$ cat src/rtl/equiv_mismatch_monitor.sv
// Equivalence monitor for two design instances: skips a warm-up window, then flags y_1/y_2
// divergence, latches the first failure and counts mismatches. Optional assertion: EQUIV_MON_ASSERT_EN.
module equiv_mismatch_monitor #(
  parameter int WIDTH  = 91,
  parameter int WARMUP = 4,
  parameter int CYC_W  = 32,
  parameter int CNT_W  = 16
) (
  input  logic             clk,
  input  logic             rst,
  input  logic             en,
  input  logic             clear,
  input  logic [WIDTH-1:0] y_1,
  input  logic [WIDTH-1:0] y_2,
  output logic             mismatch,
  output logic             failed,
  output logic             checking,
  output logic [CYC_W-1:0] first_fail_cycle,
  output logic [WIDTH-1:0] first_fail_diff,
  output logic [CNT_W-1:0] fail_count
);

  // state  | meaning
  // WARM   | counting en-qualified samples of the warm-up window, no compare
  // CHECK  | comparing every en-qualified sample, no mismatch seen yet
  // FAILED | at least one mismatch seen; keeps counting until rst/clear
  typedef enum logic [1:0] {WARM, CHECK, FAILED} state_t;

  localparam int     WC_W      = (WARMUP > 1) ? $clog2(WARMUP) : 1;
  localparam state_t RST_STATE = (WARMUP == 0) ? CHECK : WARM;
  localparam logic [WC_W-1:0] WARM_LAST = WC_W'((WARMUP > 0) ? WARMUP - 1 : 0);

  state_t            state, state_nxt;
  logic [WC_W-1:0]   warm_cnt;
  logic [CYC_W-1:0]  sample_idx;
  logic              chk;
  logic              hit;
  logic              take_first;

  always_ff @(posedge clk or posedge rst) begin
    if (rst) state <= RST_STATE;
    else     state <= state_nxt;
  end

  always_comb begin
    state_nxt  = state;
    chk        = en && !clear && (state != WARM);
    // case inequality so X/Z on either side counts as divergence in simulation
    hit        = chk && (y_1 !== y_2);
    take_first = hit && (state == CHECK);
    if (clear) begin
      state_nxt = RST_STATE;
    end else if (en) begin
      case (state)
        WARM:    if (warm_cnt == WARM_LAST) state_nxt = CHECK;
        CHECK:   if (hit) state_nxt = FAILED;
        FAILED:  state_nxt = FAILED;
        default: state_nxt = RST_STATE;
      endcase
    end
  end

  always_ff @(posedge clk or posedge rst) begin
    if (rst) begin
      warm_cnt         <= '0;
      sample_idx       <= '0;
      mismatch         <= 1'b0;
      failed           <= 1'b0;
      first_fail_cycle <= '0;
      first_fail_diff  <= '0;
      fail_count       <= '0;
    end else if (clear) begin
      warm_cnt         <= '0;
      sample_idx       <= '0;
      mismatch         <= 1'b0;
      failed           <= 1'b0;
      first_fail_cycle <= '0;
      first_fail_diff  <= '0;
      fail_count       <= '0;
    end else begin
      mismatch <= hit;
      if (en) begin
        if (sample_idx != '1) sample_idx <= sample_idx + CYC_W'(1);
        if (state == WARM) warm_cnt <= warm_cnt + WC_W'(1);
      end
      if (hit) begin
        failed <= 1'b1;
        if (fail_count != '1) fail_count <= fail_count + CNT_W'(1);
      end
      if (take_first) begin
        first_fail_cycle <= sample_idx;
        first_fail_diff  <= y_1 ^ y_2;
      end
    end
  end

  assign checking = (state != WARM);

`ifdef EQUIV_MON_ASSERT_EN
  always @(posedge clk) begin
    if (!rst && chk)
      assert (y_1 === y_2)
      else $error("equiv mismatch at sample %0d diff %h", sample_idx, y_1 ^ y_2);
  end
`endif

endmodule

$ cat config.mk
export PLATFORM = sky130hd
export DESIGN_NAME = equiv_mismatch_monitor
export DESIGN_NICKNAME = d
export VERILOG_FILES = /design/src/rtl/equiv_mismatch_monitor.sv
export SDC_FILE = /design/constraint.sdc
export NUM_CORES = 1
export LEC_CHECK = 0
export ABC_AREA = 0
export BUFFER_PORTS_ARGS = -buffer_cell sky130_fd_sc_hd__buf_2
export CORE_MARGIN = 2
export CORE_UTILIZATION = 54
export CTS_CLUSTER_SIZE = 14
export DETAILED_ROUTE_END_ITERATION = 12
export PLACE_DENSITY_LB_ADDON = 0.1
export REMOVE_ABC_BUFFERS = 1
export SETUP_SLACK_MARGIN = 0.2
export SLEW_MARGIN = 10
export SYNTH_ARGS = -nofsm -noshare
export SYNTH_HDL_FRONTEND = slang
export SYNTH_SLANG_ARGS = --single-unit
$ cat constraint.sdc
create_clock -name clk -period 15.51 [get_ports clk]
set_input_delay 0.7755 -clock clk [delete_from_list [all_inputs] [get_ports clk]]
set_output_delay 0.7755 -clock clk [all_outputs]
set_load 0.02 [all_outputs]
== After elaboration in Yosys (flattened, before gate mapping) ==
Cells that the tools add are included.

* Bits in registers: 177
* Bits in latches: 0
* Bits in writable memories: 0
* Bits in read-only memories: 0
* Bits of input ports: 186
* Output and inout port bits: 142
* Logic and storage cells: 58
* Memories: 0

* Add/subtract/negate cells: 3
* Multiply operators: 0
* Divide/modulo/power cells: 0
* Magnitude comparators: 0
* Eq/ne operators: 8
* Shifts and indexed selects: 0
* Mux-type cells: 21
* Bitwise gates (word level): 1
* Reductions and logical operators: 17

{| class="wikitable"
|+ Operator list
! cell !! number
|-
| $mux W91 || 2
|-
| $mux W32 || 5
|-
| $nex A91 B91 Y1 || 1
|-
| $xor A91 B91 Y91 || 1
|-
| $mux W16 || 3
|-
| $add A32 B1 Y32 const B || 1
|-
| $ne A32 B32 Y1 const B || 1
|-
| $add A16 B1 Y16 const B || 1
|-
| $ne A16 B16 Y1 const B || 1
|-
| $mux W2 || 7
|-
| $reduce_bool A2 Y1 || 7
|-
| $ne A3 B3 Y1 const B || 2
|-
| $pmux W2 S3 || 1
|-
| $reduce_and A2 Y1 || 3
|-
| $eq A2 B2 Y1 const B || 2
|-
| $logic_and A1 B1 Y1 || 4
|-
| $mux W1 || 3
|-
| $reduce_and A3 Y1 || 1
|-
| $add A2 B1 Y2 const B || 1
|-
| $eq A2 B1 Y1 const B || 1
|-
| $logic_not A2 Y1 || 1
|-
| $logic_not A1 Y1 || 1
|}

== Depth between registers and ports, before layout ==
Gate-level depths: netlist of run 1.

* Depth in word-level cells: 8
* Mapped depth: 11
* Depth with buffers taken out: 9

== Least setup slack after synthesis of run 1 ==
No wires, ideal clock.

* Kind: in2reg
* Start: input y_2[56]
* End: register first_fail_diff[66]
* Arrival time: 2.438 ns
* Required time: 15.427 ns
* Path slack: 12.990 ns
* Stages on the path: 9
* Path buffers: 2
* Cell sequence: xnor2_1 -> nand4_1 -> nor4_1 -> nand4_1 -> o21ai_1 -> buf_2 -> buf_2 -> nand3b_1 -> o21ai_0

* Cells in the longest elaborated chain, start to end: 4

{| class="wikitable"
|+ RTL lines
! what !! line !! text
|-
| start: declaration || 14 || <nowiki>input logic [WIDTH-1:0] y_2,</nowiki>
|-
| $nex A91 B91 Y1 || 49 || <nowiki>hit = chk && (y_1 !== y_2);</nowiki>
|-
| $logic_and A1 B1 Y1 || 49 ||
|-
| $logic_and A1 B1 Y1 || 50 || <nowiki>take_first = hit && (state == CHECK);</nowiki>
|-
| $reduce_bool A2 Y1 (no source line) || -- ||
|-
| end signal: assignment || 92 || <nowiki>first_fail_diff <= y_1 ^ y_2;</nowiki>
|-
| end: declaration || 19 || <nowiki>output logic [WIDTH-1:0] first_fail_diff,</nowiki>
|}

Every way passes these cells.
A chain may end at the register's enable or synchronous reset.

== Worst setup path in the final report of run 1 ==
* Start: input y_2[24]
* End: register first_fail_diff[68]

The elaborated chain is that of the path after synthesis.

==> flow_summary_export.csv, run 1 <==
group,metric,value,unit
run_status,status,"finished clean",
critical_path,start_kind,"input pin",
timing,fmax,0.281,GHz
power_and_ir_drop,power_density,86.6,mW/mm^2
floorplan,rows,46,
power_and_ir_drop,p_clk_share,41.8,%
critical_path,crit_path_end,"first_fail_diff[68]",
critical_path,r2r_cells,9,
critical_path,arrival,3900,ps
job,max-cap-violations,0,
global_routing,grt_pass1_wl,38.4,mm
clocking,cts.reportedPaths.clkPinSlew,60,ps
synth,syn_area_per_cell,9.92,um^2
clocking,tritoncts,"done",
global_routing,antenna_found_initial,3,
synth,synthFlopType,"dfrtp_1",
global_routing,overflow,0,
routing,wl,23.9,mm
power_and_ir_drop,p_switching,0.228,mW
power_and_ir_drop,p_leak,5.30,nW
placed_design,port_buffers,327,
timing,setup_tns,0,ps
routing,drt_iter0_drc,491,
timing,rsz0062_at_grt,"no",
timing,period_share,22.9,%
global_routing,grtUsageTotal,28.1,%
timing,tightest_slew,1250,ps
synth,synth-async-reset-ratio,100,%
clocking,cts_sinks,177,
synth,synth.distinct_cells,49,
placed_design,place_area,0.0105,mm^2
routing,wl_per_cell,16.9,um
power_and_ir_drop,p_int,0.729,mW
critical_path,crit_required,15850,ps
global_routing,grt_pass1_vias,7296,
timing,relSlewSlack,16.4,%
power_and_ir_drop,netSwitchingFraction,23.8,%
timing,period_minus_slack,3560,ps
clocking,clk-insertion-delay-late,430,ps
timing,drv_slew,0,
routing,num_vias,7570,
clocking,clockRootBuffer,"clkbuf_16",
critical_path,cp-startpoint,"y_2[24]",
critical_path,r2r_end,"first_fail_diff[55]",
synth,synthCells,883,
synth,synth.top_cell.area_share,50.6,%
timing,hold_viol,0,
critical_path,r2r_start,"state[0]",
power_and_ir_drop,pwr-share-seq,48.7,%
cells_and_area,drive_gt1_share,31.7,%
critical_path,r2r_slack,12230,ps
floorplan,die-area,0.0173,mm^2
placed_design,routabilityCongestion,0.840,
global_routing,grt_max_degree,107,
floorplan,start_util,55.2,%
synth,yosys_register_bits,177,
synth,yosysTopAreaCell,"dfrtp_1",
hold_path,hold_path_class,"flop to flop",
timing,setup_viol,0,
floorplan,core_area,0.0159,mm^2
timing,fin_skew,7.66,ps
synth,netlist_area,0.00876,mm^2
clocking,cts_buffers,17,
critical_path,crit_path_max_fanout,79,
cells_and_area,fillers,1307,
clocking,h-tree-depth,4,
synth,synth_edf_count,0,
cells_and_area,postLayoutCellArea,0.0110,mm^2
power_and_ir_drop,p_comb_share,9.6,%
clocking,cts_hold_buffers,0,
cells_and_area,area_delta_synth_final,26.1,%
floorplan,num_io_pins,328,
timing,holdWs,502,ps
routing,ant_nets,0,
critical_path,crit_type,"input pin to flop",
cells_and_area,final_core_util,69.5,%
cells_and_area,nets,1374,
clocking,cts_resized,0,
floorplan,chipWidth,131,um
synth,ys_seq_area_share,50.6,%
power_and_ir_drop,vdd_drop_max,0.0798,mV
placed_design,hpwl,17.4,mm
synth,synth_area_leaders,"dfrtp_1, xnor2_1, a211oi_1",
clocking,cts_setup_buffers,0,
floorplan,die_h,131,um
routing,firstDrtPassIters,5,
routing,drc_errors,0,
routing,routed_via_density,5.36,
clocking,cts_max_path_buffers,2,
synth,yosysWarnings,0,
critical_path,endpoint_kind,"flop",
[through the flow]
step                      total power [mW]  setup WS [ps]  instances
after CTS                            0.966          12030       1410
after detailed placement             0.566          11560       1379
after global routing                 0.993          11720       1413
final                                0.957          11950       1413
after floorplan                      0.519           9930        832
after global placement               0.565          11660       1379
[worst min path at each step]
stage                        start                   end  slack (ps)  depth (start not counted)
2_1_floorplan       sample_idx[16]  first_fail_cycle[16]         470                          2
3_3_place_gp   first_fail_diff[73]   first_fail_diff[73]         490                          2
3_5_place_dp   first_fail_cycle[7]   first_fail_cycle[7]         490                          2
4_1_cts        first_fail_cycle[7]   first_fail_cycle[7]         510                          2
5_1_grt        first_fail_cycle[0]   first_fail_cycle[0]         530                          2
6_report       first_fail_cycle[0]   first_fail_cycle[0]         500                          2
[worst max-delay path, stage by stage]
cell	delay, ps
buf_2	100
xnor2_1	270
nand4_1	160
nor4_1	580
nand4_1	430
o21ai_4	540
buf_4	660
nand3b_1	160
o21ai_1	120
[flip-flops by register name (all words and copies together) (netlist names)]
| register | cells |
|---|---|
| fail_count | 16 |
| sample_idx | 32 |
| first_fail_diff | 91 |
| first_fail_cycle | 32 |
| failed | 1 |
| warm_cnt | 2 |
| state | 2 |
| mismatch | 1 |
[synthesized netlist by cell type (all sizes together), types with 4 or more instances]
cell type and count:
a211oi 62, a21oi 27, and3 5, and4 4, buf 16, clkbuf 35, dfrtp 177, ha 6
inv 15, nand2 80, nand2b 4, nand3 17, nand3b 64, nand4 30, nor2 102, nor3 9
nor3b 4, nor4 7, o21ai 57, or3 23, or4 4, xnor2 109
[layout make-up]
class                   instances  area (um^2)  area share [%]
flip-flops and latches        177         4430            40.1
multi-input cells             640         4070            36.8
repair buffers                331         1670            15.1
clock buffers                  22          454            4.11
well taps                     216          270            2.45
clock inverters                 9         86.3           0.781
inverters                      15         61.3           0.555
diodes                          3         7.51          0.0680
[layout by cell type, fill, tap and decap left out, drive strengths merged, types with 2 or more instances in the layout]
| cell type | count |
|---|---|
| nand2b | 4 |
| and4 | 4 |
| nand3 | 17 |
| clkbuf | 22 |
| o21a | 2 |
| clkinvlp | 5 |
| a21oi | 27 |
| nor3 | 9 |
| dfrtp | 177 |
| nor2b | 3 |
| nand4 | 30 |
| diode | 3 |
| buf | 331 |
| xnor2 | 109 |
| inv | 15 |
| o211ai | 3 |
| mux2i | 3 |
| or3 | 23 |
| and3 | 5 |
| ha | 6 |
| nand2 | 80 |
| a211oi | 62 |
| o21ai | 57 |
| nor3b | 4 |
| nor2 | 102 |
| clkinv | 3 |
| nand3b | 64 |
| nor4 | 7 |
| xor2 | 3 |
| o21bai | 2 |
| or4 | 4 |
[per-layer routing]
layer | global-route usage (%) | share of wire [%] | vias up
met2 | 46.1 | 49 | 243
li1 | - | - | 3676
met4 | 12.9 | 4.1 | 0
met3 | 6.87 | 5.8 | 50
met5 | 0 | 0 | -
met1 | 35.3 | 41 | 3601
[power groups by stage]
stage	sequential [mW]	combinational, mW	clock, mW
finish	0.466	0.0915	0.399
global route	0.465	0.101	0.427
CTS	0.465	0.0925	0.408
detailed placement	0.474	0.0923	0
global placement	0.474	0.0914	0
floorplan	0.475	0.0442	0
[kinds of logic after synthesis]
logic type      after synthesis  share of synthesized area, %
compound gates              160                          11.5
xor+xnor                    112                          11.2
fa+ha+maj                     6                         0.857
buf+inv                      66                          3.20
flops                       177                          50.6
mux                           4                         0.471
simple gates                358                          22.2
Note: power is estimated with default switching activity, not from simulation.
==> run 2, diff against run 1 <==
- CORE_UTILIZATION: 54 -> 45
- clock period: 15.51 -> 3 ns (I/O delays scaled with it)
==> flow_summary_export.csv, run 2 (synthesized netlist as in run 1, its figures left out) <==
group,metric,value,unit
clocking,cts_sinks,177,
routing,wl_per_cell,16.2,um
critical_path,r2r_slack,410,ps
clocking,h-tree-depth,4,
cells_and_area,largest-register,"first_fail_diff",
global_routing,overflow,0,
placed_design,port_buffers,327,
power_and_ir_drop,vdd_drop_max,0.375,mV
hold_path,hold_end,"first_fail_diff[7]",
cells_and_area,postLayoutCellArea,0.0112,mm^2
power_and_ir_drop,p_leak,5.37,nW
timing,hold_viol,0,
routing,ant_nets,0,
routing,firstDrtPassIters,4,
critical_path,r2r_start,"sample_idx[25]",
floorplan,core_area,0.0193,mm^2
cells_and_area,area_delta_synth_final,28.0,%
placed_design,hpwl,17.7,mm
global_routing,grtUsageTotal,23.6,%
global_routing,grt_pass1_wl,37.7,mm
run_status,status,"finished clean",
critical_path,crit_required,3310,ps
critical_path,crit_type,"flop to flop",
hold_path,worstHoldStart,"y_1[7]",
timing,period_share,86.3,%
critical_path,slowest_stage,"or4_1",
floorplan,chipWidth,144,um
critical_path,crit_buf_inv,0,
global_routing,grt_max_degree,97,
cells_and_area,largestRegisters,"first_fail_diff (91), first_fail_cycle (32), sample_idx (32)",
cells_and_area,final_common_cell,"buf_2",
critical_path,crit_path_max_fanout,8,
timing,rsz0062_at_grt,"no",
floorplan,die_h,144,um
power_and_ir_drop,power_density,441,mW/mm^2
floorplan,die-area,0.0206,mm^2
timing,setup_viol,0,
clocking,cts_setup_buffers,0,
routing,routed_via_density,5.07,
placed_design,place_area,0.0107,mm^2
cells_and_area,largest_register_ffs,91,
clocking,clk-insertion-delay-late,430,ps
clocking,tritoncts,"done",
clocking,clockRootBuffer,"clkbuf_16",
critical_path,endpoint_kind,"flop",
floorplan,num_io_pins,328,
cells_and_area,drive_gt1_share,32.4,%
timing,tightest_slew,840,ps
timing,setup_tns,0,ps
critical_path,start_kind,"flop",
timing,fmax,0.386,GHz
timing,relSlewSlack,44.0,%
routing,drc_errors,0,
timing,fin_skew,9.31,ps
placed_design,routabilityCongestion,0.826,
cells_and_area,final-seq-area,0.00443,mm^2
global_routing,grt_pass1_vias,7265,
critical_path,cp-startpoint,"sample_idx[25]",
clocking,cts.reportedPaths.clkPinSlew,70,ps
routing,wl,23.9,mm
job,max-cap-violations,0,
hold_path,hold-path-cell-count,3,
clocking,cts_buffers,17,
routing,num_vias,7461,
cells_and_area,nets,1383,
critical_path,r2r_cells,7,
cells_and_area,layout_common_cells,"buf_2, dfrtp_1, xnor2_1",
floorplan,rows,51,
global_routing,antenna_found_initial,4,
cells_and_area,fillers,1781,
floorplan,start_util,45.5,%
clocking,cts_max_path_buffers,2,
critical_path,cpLargestDelayFamily,"simple AND/OR/NAND/NOR gates",
critical_path,arrival,2900,ps
critical_path,r2r_end,"sample_idx[0]",
cells_and_area,multi_input_area,0.00407,mm^2
timing,period_minus_slack,2590,ps
hold_path,hold_path_class,"input pin to flop",
critical_path,slowest_delay,600,ps
timing,drv_slew,0,
routing,drt_iter0_drc,328,
critical_path,path_cells,"and4_1, nand4_1, or4_1, nor2_1, nor2b_1, nor3b_1, a211o_1",
-- run 2: cell types whose count changed in the layout (fill, tap and decap cells not counted), sizes merged, moves of 2 or more --
cell	before	now
buf	331	339
clkinv	3	6
inv	15	18
clkbuf	22	20
clkinvlp	5	3
-- run 2: how the worst max path moves through the flow --
stage	to	slack, ps	cells after the start
6_report	sample_idx[0]	410	7
5_1_grt	sample_idx[0]	250	7
4_1_cts	sample_idx[0]	410	7
3_5_place_dp	first_fail_diff[38]	270	9
3_3_place_gp	first_fail_diff[29]	290	9
2_1_floorplan	fail_count[0]	-1950	1
-- run 2: worst min-delay path: stages --
cell	delay, ps
buf_2	80
xnor2_1	120
a211oi_1	70
-- run 2: layer usage --
layer  up-vias  GRT usage [%]  wire length (um)
met3        43           6.16              1420
met2       207           38.6             11500
met4         0           9.80               768
met5         -              0                 0
met1      3518           29.9             10200
li1       3693              -                 -
-- run 2: stage by stage --
step / hold slack (ps) / std cells / utilization [%] / setup slack, ps / total power [mW]
2_1_floorplan: 213 / 832 / - / -1950 / 2.68
3_3_place_gp: 162 / 1436 / 55.3 / 291 / 2.94
3_5_place_dp: 164 / 1436 / 55.3 / 269 / 2.94
4_1_cts: 22.3 / 1469 / 58.2 / 408 / 5.00
5_1_grt: 38.9 / 1472 / 58.2 / 254 / 5.14
6_report: 35.9 / 1473 / 58.2 / 412 / 4.95
-- run 2: where the power goes --
part	internal, mW	switching [mW]	total (mW)
sequential	2.40	0.00983	2.41
clock	1.11	0.954	2.06
combinational	0.217	0.265	0.483
total	3.72	1.23	4.95
-- run 2: layout make-up --
| cell class | instances | share of cell area [%] |
|---|---|---|
| inverters | 15 | 0.547 |
| well taps | 265 | 2.96 |
| repair buffers | 340 | 15.8 |
| flip-flops and latches | 177 | 39.5 |
| clock inverters | 12 | 0.736 |
| multi-input cells | 640 | 36.3 |
| diodes | 4 | 0.0892 |
| clock buffers | 20 | 4.07 |
-- run 2: repair_timing --
action                                 in CTS  in global routing
gates resized for setup                     0                  0
hold buffers                                1                  0
endpoints found under the hold margin      33                  0
==> run 3, diff against run 2 <==
- PLACE_DENSITY: default -> 0.77
- PLACE_DENSITY_LB_ADDON: 0.1 -> default
==> flow_summary_export.csv, run 3 (synthesized netlist as in run 1, its figures left out) <==
group,metric,value,unit
timing,period_share,85.0,%
timing,fmax,0.392,GHz
placed_design,routabilityCongestion,0.911,
timing,drv_slew,0,
clocking,cts.reportedPaths.clkPinSlew,80,ps
cells_and_area,multi_input_area,0.00407,mm^2
cells_and_area,largest_register_ffs,91,
floorplan,chipWidth,144,um
clocking,clockRootBuffer,"clkbuf_16",
run_status,status,"finished clean",
critical_path,r2r_slack,450,ps
global_routing,overflow,0,
cells_and_area,area_delta_synth_final,30.2,%
floorplan,core_area,0.0193,mm^2
routing,wl,25.3,mm
floorplan,die-area,0.0206,mm^2
critical_path,cp-startpoint,"state[0]",
placed_design,port_buffers,327,
critical_path,slowest_stage,"nor3b_1",
hold_path,hold-path-cell-count,3,
power_and_ir_drop,totalPowerFinal,5.32,mW
critical_path,crit_top_cell,"inv_1",
power_and_ir_drop,p_int,4.05,mW
timing,period_minus_slack,2550,ps
critical_path,slowest_delay,490,ps
global_routing,grtUsageTotal,24.8,%
global_routing,grt_pass1_wl,39.7,mm
timing,setup_viol,0,
timing,setup_tns,0,ps
power_and_ir_drop,p_leak,5.45,nW
routing,drc_errors,0,
critical_path,crit_type,"flop to flop",
placed_design,hpwl,18.9,mm
floorplan,die_h,144,um
critical_path,crit_required,3320,ps
routing,routed_via_density,5.26,
timing,tightest_slew,659,ps
cells_and_area,nets,1389,
timing,hold_viol,0,
floorplan,rows,51,
routing,dr_wl_met3,1.69,mm
placed_design,place_area,0.0107,mm^2
routing,dr_wl_met2,12.3,mm
routing,wl_met1,10.6,mm
cells_and_area,drive_gt1_share,32.8,%
clocking,cts_buffers,17,
critical_path,crit_buf_inv,3,
hold_path,hold_end,"first_fail_diff[33]",
cells_and_area,postLayoutCellArea,0.0114,mm^2
cells_and_area,largest-register,"first_fail_diff",
clocking,h-tree-depth,4,
global_routing,grt_pass1_vias,7519,
cells_and_area,largestRegisters,"first_fail_diff (91), first_fail_cycle (32), sample_idx (32)",
routing,firstDrtPassIters,5,
critical_path,arrival,2870,ps
clocking,clk-insertion-delay-late,440,ps
cells_and_area,final_common_cell,"buf_2",
power_and_ir_drop,p_clk_share,45.7,%
power_and_ir_drop,vdd_drop_max,0.380,mV
power_and_ir_drop,pwr-share-seq,45.2,%
hold_path,worstHoldStart,"y_1[33]",
timing,fin_skew,9.01,ps
critical_path,endpoint_kind,"flop",
routing,num_vias,7785,
clocking,tritoncts,"done",
critical_path,cpLargestDelayFamily,"simple AND/OR/NAND/NOR gates",
timing,rsz0062_at_grt,"no",
floorplan,start_util,45.5,%
critical_path,start_kind,"flop",
power_and_ir_drop,p_switching,1.27,mW
global_routing,grt_max_degree,71,
cells_and_area,final_core_util,59.2,%
floorplan,num_io_pins,328,
hold_path,hold_path_class,"input pin to flop",
global_routing,antenna_found_initial,5,
routing,wl_per_cell,17.1,um
critical_path,path_cells,"inv_1, ha_1, inv_1, nand2_1, nor3b_1, o21a_4, buf_12, nor2_1, a211oi_1",
critical_path,r2r_end,"first_fail_diff[14]",
clocking,cts_sinks,177,
timing,relSlewSlack,56.0,%
critical_path,crit_path_max_fanout,54,
job,max-cap-violations,0,
critical_path,r2r_cells,9,
critical_path,r2r_start,"state[0]",
clocking,cts_setup_buffers,0,
cells_and_area,layout_common_cells,"buf_2, dfrtp_1, xnor2_1",
power_and_ir_drop,power_density,467,mW/mm^2
cells_and_area,final-seq-area,0.00443,mm^2
routing,drt_iter0_drc,354,
cells_and_area,fillers,1666,
routing,ant_nets,0,
clocking,cts_max_path_buffers,2,
power_and_ir_drop,p_comb_share,9.1,%
routing,routed.top_layer,"met5",
power_and_ir_drop,netSwitchingFraction,24.0,%
[run 3: cell types whose count changed in the layout (fill, tap and decap cells not counted), sizes merged]
cell | previous run | this run
buf | 339 | 345
bufinv | 0 | 4
clkbuf | 20 | 18
clkinv | 6 | 4
[run 3: timing repair]
item,in CTS,in global routing
hold buffers,1,0
resized for setup,0,0
hold endpoints to repair,66,0
endpoints found under the setup margin,0,0
[run 3: worst min-delay path: stages]
cell and delay (ps):
buf_2 90, xnor2_1 120, a211oi_1 70
[run 3: power groups by stage]
stage               Sequential [mW]  Clock [mW]  Combinational, mW
floorplan                      2.45           0              0.229
global placement               2.45           0              0.487
detailed placement             2.45           0              0.491
CTS                            2.41        2.46              0.492
global route                   2.41        2.57              0.537
finish                         2.41        2.43              0.486
[run 3: worst max path at each step]
| stage | depth (start not counted) | slack (ps) | endpoint |
|---|---|---|---|
| 2_1_floorplan | 1 | -1950 | fail_count[0] |
| 6_report | 9 | 450 | first_fail_diff[14] |
| 5_1_grt | 9 | 250 | first_fail_diff[35] |
| 3_5_place_dp | 9 | 400 | first_fail_diff[14] |
| 4_1_cts | 9 | 430 | first_fail_diff[14] |
| 3_3_place_gp | 11 | 520 | first_fail_diff[62] |
[run 3: routing by layer]
metal	vias to the layer above	global-route usage (%)
li1	3727	-
met1	3763	30.7
met2	247	41.2
met3	46	8.06
met4	2	8.20
met5	-	0
[run 3: final cells by class]
type                    instances  share of cell area, %
multi-input cells             640                   35.7
well taps                     265                   2.91
diodes                          4                 0.0878
inverters                      15                  0.538
clock inverters                14                   1.78
clock buffers                  18                   3.85
flip-flops and latches        177                   38.8
repair buffers                346                   16.3
[run 3: per-stage QoR]
step                      hold slack [ps]  instances  worst slack (ps)
after floorplan                       213        832             -1950
after global placement                301       1442               516
after detailed placement              305       1442               398
after CTS                            13.3       1475               427
after global routing                 39.5       1477               252
final                                25.1       1479               451
